`config.mk`:
```
export PLATFORM = sky130hd
export DESIGN_NAME = regfile_write_decode
export DESIGN_NICKNAME = d
export VERILOG_FILES = /design/src/rtl/regfile_write_decode.sv
export SDC_FILE = /design/constraint.sdc
export NUM_CORES = 2
export LEC_CHECK = 0
export ABC_CLOCK_PERIOD_IN_PS = 46900
export CAP_MARGIN = 40
export CELL_PAD_IN_SITES_DETAIL_PLACEMENT = 1
export CELL_PAD_IN_SITES_GLOBAL_PLACEMENT = 2
export CORE_MARGIN = 8
export CORE_UTILIZATION = 46
export CTS_CLUSTER_SIZE = 10
export DETAILED_ROUTE_END_ITERATION = 6
export PLACE_DENSITY = 0.88
export SYNTH_ARGS = -nofsm -noshare
export SYNTH_HDL_FRONTEND = slang
export SYNTH_SLANG_ARGS = --single-unit
```
`constraint.sdc`:
```
create_clock -name clk -period 46.9 [get_ports clk]
set_input_delay 7.035 -clock clk [delete_from_list [all_inputs] [get_ports clk]]
set_output_delay 7.035 -clock clk [all_outputs]
set_load 0.05 [all_outputs]
```
`src/rtl/regfile_write_decode.sv`:
```
// 32-entry register file with one-hot write decode, two bypassed combinational
// read ports and a background scrub that clears r1..r31 one per cycle.
module regfile_write_decode #(
  parameter int DATA_W = 32
) (
  input  logic              clk,
  input  logic              reset,
  input  logic              wr_en,
  input  logic [4:0]        wr_addr,
  input  logic [DATA_W-1:0] wr_data,
  input  logic              scrub_req,
  input  logic [4:0]        rd_addr_a,
  input  logic [4:0]        rd_addr_b,
  output logic [DATA_W-1:0] rd_data_a,
  output logic [DATA_W-1:0] rd_data_b,
  output logic [31:0]       wr_onehot,
  output logic              busy
);

  typedef enum logic {
    IDLE  = 1'b0,
    SCRUB = 1'b1
  } state_t;

  state_t            state_q;
  logic [4:0]        cnt_q;
  logic              busy_q;
  logic [31:0]       wr_onehot_q;
  logic [31:0]       wr_onehot_d;
  logic [31:0]       dec_s;
  logic              wr_commit_s;
  logic [DATA_W-1:0] regs_q [32];

  // Write qualification: r0 is never a target and writes are locked out while scrubbing.
  always_comb begin
    dec_s       = 32'd1 << wr_addr;
    wr_commit_s = 1'b0;
    wr_onehot_d = 32'd0;
    if (wr_en && !busy_q && (wr_addr != 5'd0)) begin
      wr_commit_s = 1'b1;
      wr_onehot_d = dec_s;
    end else begin
      wr_commit_s = 1'b0;
      wr_onehot_d = 32'd0;
    end
  end

  always_comb begin
    rd_data_a = regs_q[rd_addr_a];
    if (wr_commit_s && (wr_addr == rd_addr_a)) begin
      rd_data_a = wr_data;
    end else begin
      rd_data_a = regs_q[rd_addr_a];
    end
  end

  always_comb begin
    rd_data_b = regs_q[rd_addr_b];
    if (wr_commit_s && (wr_addr == rd_addr_b)) begin
      rd_data_b = wr_data;
    end else begin
      rd_data_b = regs_q[rd_addr_b];
    end
  end

  // Scrub sequencer; cnt walks 1..31 so the scrub lasts exactly 31 edges.
  always_ff @(posedge clk or posedge reset) begin
    if (reset) begin
      state_q     <= IDLE;
      cnt_q       <= 5'd0;
      busy_q      <= 1'b0;
      wr_onehot_q <= 32'd0;
    end else begin
      wr_onehot_q <= wr_onehot_d;
      case (state_q)
        IDLE: begin
          if (scrub_req) begin
            state_q <= SCRUB;
            cnt_q   <= 5'd1;
            busy_q  <= 1'b1;
          end else begin
            cnt_q   <= 5'd0;
            busy_q  <= 1'b0;
          end
        end
        SCRUB: begin
          if (cnt_q == 5'd31) begin
            state_q <= IDLE;
            cnt_q   <= 5'd0;
            busy_q  <= 1'b0;
          end else begin
            cnt_q   <= cnt_q + 5'd1;
          end
        end
        default: begin
          state_q <= IDLE;
          cnt_q   <= 5'd0;
          busy_q  <= 1'b0;
        end
      endcase
    end
  end

  // Storage: r0 is cleared by reset and never addressed by either write source.
  always_ff @(posedge clk or posedge reset) begin
    if (reset) begin
      for (int i = 0; i < 32; i++) begin
        regs_q[i] <= '0;
      end
    end else if (busy_q) begin
      regs_q[cnt_q] <= '0;
    end else if (wr_commit_s) begin
      regs_q[wr_addr] <= wr_data;
    end
  end

  assign wr_onehot = wr_onehot_q;
  assign busy      = busy_q;

endmodule

```
==> out/results.tsv <==
stage	metric	value	unit
run_status	status	finished clean	
die	DIE WIDTH	357	um
placed_design	dpl hpwl	117000	um
clocking	htree depth	3	
placed_design	I/O Buffers	147	
grt	antenna violations before repair	11	
clocking	Reg clk slew, reported paths	60	ps
yosys	Seq cells post-synth	1063	
layout	final-layout fill cell count	10800	
grt	total global routing overflow	0	
drt	Vias/cell	8.12	
yosys	post-synthesis compound-gate area fraction	19.6	%
sta	# setup viols final	0	
sta	Final Hold Viols	0	
sta	Pins Over Slew Limit	0	
yosys	asr flop ratio synth	100	%
sta	Worst slew margin	29.0	%
drt	vias after detailed routing	41900	
drt	total wire length	223000	um
run	max-cap violations	0	
yosys	post-synth top area share	49.6	%
yosys	leading post-synthesis cells by cell area	dfrtp_1 50%, mux4_2 21%, a22o_1 16%	
power	LEAKAGE	26.3	nW
yosys	Synth Area in XOR/XNOR	0.196	%
layout	final core utilization	51.8	%
yosys	largest family of logic cells by synthesized area	multiplexers	
power	power after layout	2.46	mW
sta	clk_skew	23.1	ps
drt	Initial DRT Pass Iterations	6	
grt	largest net degree at the start of global routing	156	
clocking	Max clock buf depth	3	
die	total core area	0.116	mm^2
yosys	EDFF count, synth	0	
setup_path	critical path type	input pin to output pin	
yosys	mapped cell area	0.0536	mm^2
die	# IOs	148	
yosys	library cells used by synthesis	46	
yosys	adder-cell share of the synthesized area	0.140	%
yosys	Seq/Total Area, Yosys	49.6	%
setup_path	Critical Path Source Type	input pin	
die	die area	0.128	mm^2
setup_path	Crit. End Element	output pin	
layout	layout cells sized above 1	26.7	%
drt	DRC errors left	0	
placed_design	RD Place Congestion	0.842	
yosys	top_reg_cell synth	dfrtp_1	
sta	post-route minimum period	19330	ps
power	VDD IR max	0.0000300	V
clocking	Post-CTS Resized	0	
power	PD cells	41.0	mW/mm^2
sta	Max Clock Freq	0.0517	GHz
clocking	clock sink total	1063	
setup_path	crit-path max FO	108	
sta	worst slew pin tran	1060	ps
yosys	Yosys Warn Count	0	
yosys	Mean Syn Cell Area	14.6	um^2
yosys	syn nets	3725	
grt	total track usage	34.6	%
setup_path	WP data required	39870	ps
sta	final worst-path cycle share	41.2	%
yosys	Synth area leader	dfrtp_1	
worst_hold_path	HP Class	flop to flop	
sta	setup TNS	0	ps
die	number of core rows	125	
yosys	Simple-Gate Fraction of Synth Area	2.43	%
die	Initial Utilization	46.3	%
yosys	multiplexer share of the synthesized area	23.3	%
sta	RSZ-0062 raised after global routing	false	
drt	1st-iter DRT viols	6272	
grt	vias in the first global route	43600	
setup_path	crit path DAT	12300	ps
die	Die Ht	357	um
clocking	CTS tree	built	
layout	area delta synth->final	11.9	%
drt	WL/cell	43.4	um
clocking	cts bufs inserted	120	
clocking	latest clock arrival within the worst-skew pair	750	ps
grt	first-pass GRT wire length	322000	um
clocking	post-cts hold buffer count	0	
clocking	setup bufs post-CTS	0	
layout	Final nets	3645	
drt	Final ANT Viol Nets	0	
clocking	clk root buf	clkbuf_16	
yosys	Post-Syn Instances	3668	
sta	Setup WS post-layout	27570	ps
placed_design	pre-CTS WS	27920	ps
-- power by group --
part           switching, mW  internal (mW)  total, mW  leakage (nW)
logic                  0.287          0.222      0.510          10.2
registers             0.0842           1.01       1.09          14.5
clock network          0.377          0.477      0.854          1.62
-- layout by cell type, fill, tap and decap left out, types with 8 or more instances in the layout --
cell,n
dfrtp_1,1063
a22o_1,992
mux4_2,508
o22ai_1,248
clkdlybuf4s50_1,143
buf_4,140
clkbuf_16,124
nor4_1,62
mux2_4,56
and2_1,33
nor2_4,31
a21oi_4,31
clkbuf_1,17
nor2_1,16
nand3b_1,15
buf_16,14
mux2i_1,10
buf_12,9
diode_2,8
mux2_2,8
-- metrics by stage --
step | cell area (um^2) | hold slack [ps] | std cells
2_1_floorplan | 53600 | 467 | 3668
3_3_place_gp | 56100 | 482 | 4966
3_5_place_dp | 56700 | 494 | 4990
4_1_cts | 60000 | 512 | 5144
5_1_grt | 60000 | 527 | 5146
6_report | 60000 | 511 | 5152
-- layer usage --
layer  track usage, %  vias up  part of all wire [%]  routed length, um
li1                 -    14800                     -                  -
met1             44.3    22200                    35              79200
met2             49.1     3841                    42              94800
met3             15.1      970                    15              34000
met4             19.4       12                   6.8              15200
met5             1.08        -                 0.096                215
-- synth_stat cells, drive strengths merged, types with 2 or more instances --
cell type / number
mux4: 508
a22o: 992
or3b: 7
buf: 268
mux2: 64
inv: 5
xnor2: 5
ha: 6
a211oi: 2
xor2: 7
a31oi: 2
o2111a: 2
nor2: 47
mux2i: 10
nand3b: 15
o21ai: 2
nor4: 62
or3: 3
nor3: 6
clkbuf: 248
nand2: 9
and2: 33
and4: 2
dfrtp: 1063
nand2b: 6
o22ai: 248
nand4: 2
nand3: 7
a21oi: 31
o211ai: 2
-- layout make-up --
| type | instances | area (um^2) | area share (%) |
|---|---|---|---|
| flip-flops and latches | 1063 | 26600 | 44.3 |
| multi-input cells | 2084 | 25000 | 41.6 |
| clock buffers | 148 | 3260 | 5.44 |
| repair buffers | 314 | 3150 | 5.26 |
| well taps | 1524 | 1910 | 3.18 |
| clock inverters | 6 | 50.0 | 0.0834 |
| inverters | 5 | 26.3 | 0.0438 |
| diodes | 8 | 20.0 | 0.0334 |
-- state kept, by name, summed over array words and instances (netlist names) --
register and cells:
regs_q 1024, wr_onehot 32, cnt_q 5, busy 1, state_q 1
-- path summary, 6_finish.rpt --
kind | endpoint | cells after the start | start | slack, ps
min in group asynchronous | wr_onehot[4] | 2 | reset | 6650
setup reg to reg | regs_q[273] | 7 | busy | 43200
hold reg to reg | regs_q[1001] | 1 | regs_q[1001] | 510
setup / recovery | rd_data_a[24] | 9 | rd_addr_a[1] | 27570
hold / removal | regs_q[1001] | 1 | regs_q[1001] | 510
max in group asynchronous | regs_q[243] | 7 | reset | 36950
-- kinds of logic after synthesis --
kind of cell	Yosys count
AO/OA/AOI/OAI	1282
flip-flops	1063
multiplexers	582
buffers and inverters	521
AND/OR/NAND/NOR	201
XOR/XNOR	12
adder cells (fa/ha/maj)	6
other	1
-- worst max-delay path, cell delays in order --
cell and delay (ps):
buf_8 530, buf_4 680, buf_12 580, buf_4 640
mux4_2 340, o22ai_1 130, nor4_1 860, mux2_4 300
clkdlybuf4s50_1 810
Note: power is estimated with default switching activity, not from simulation.
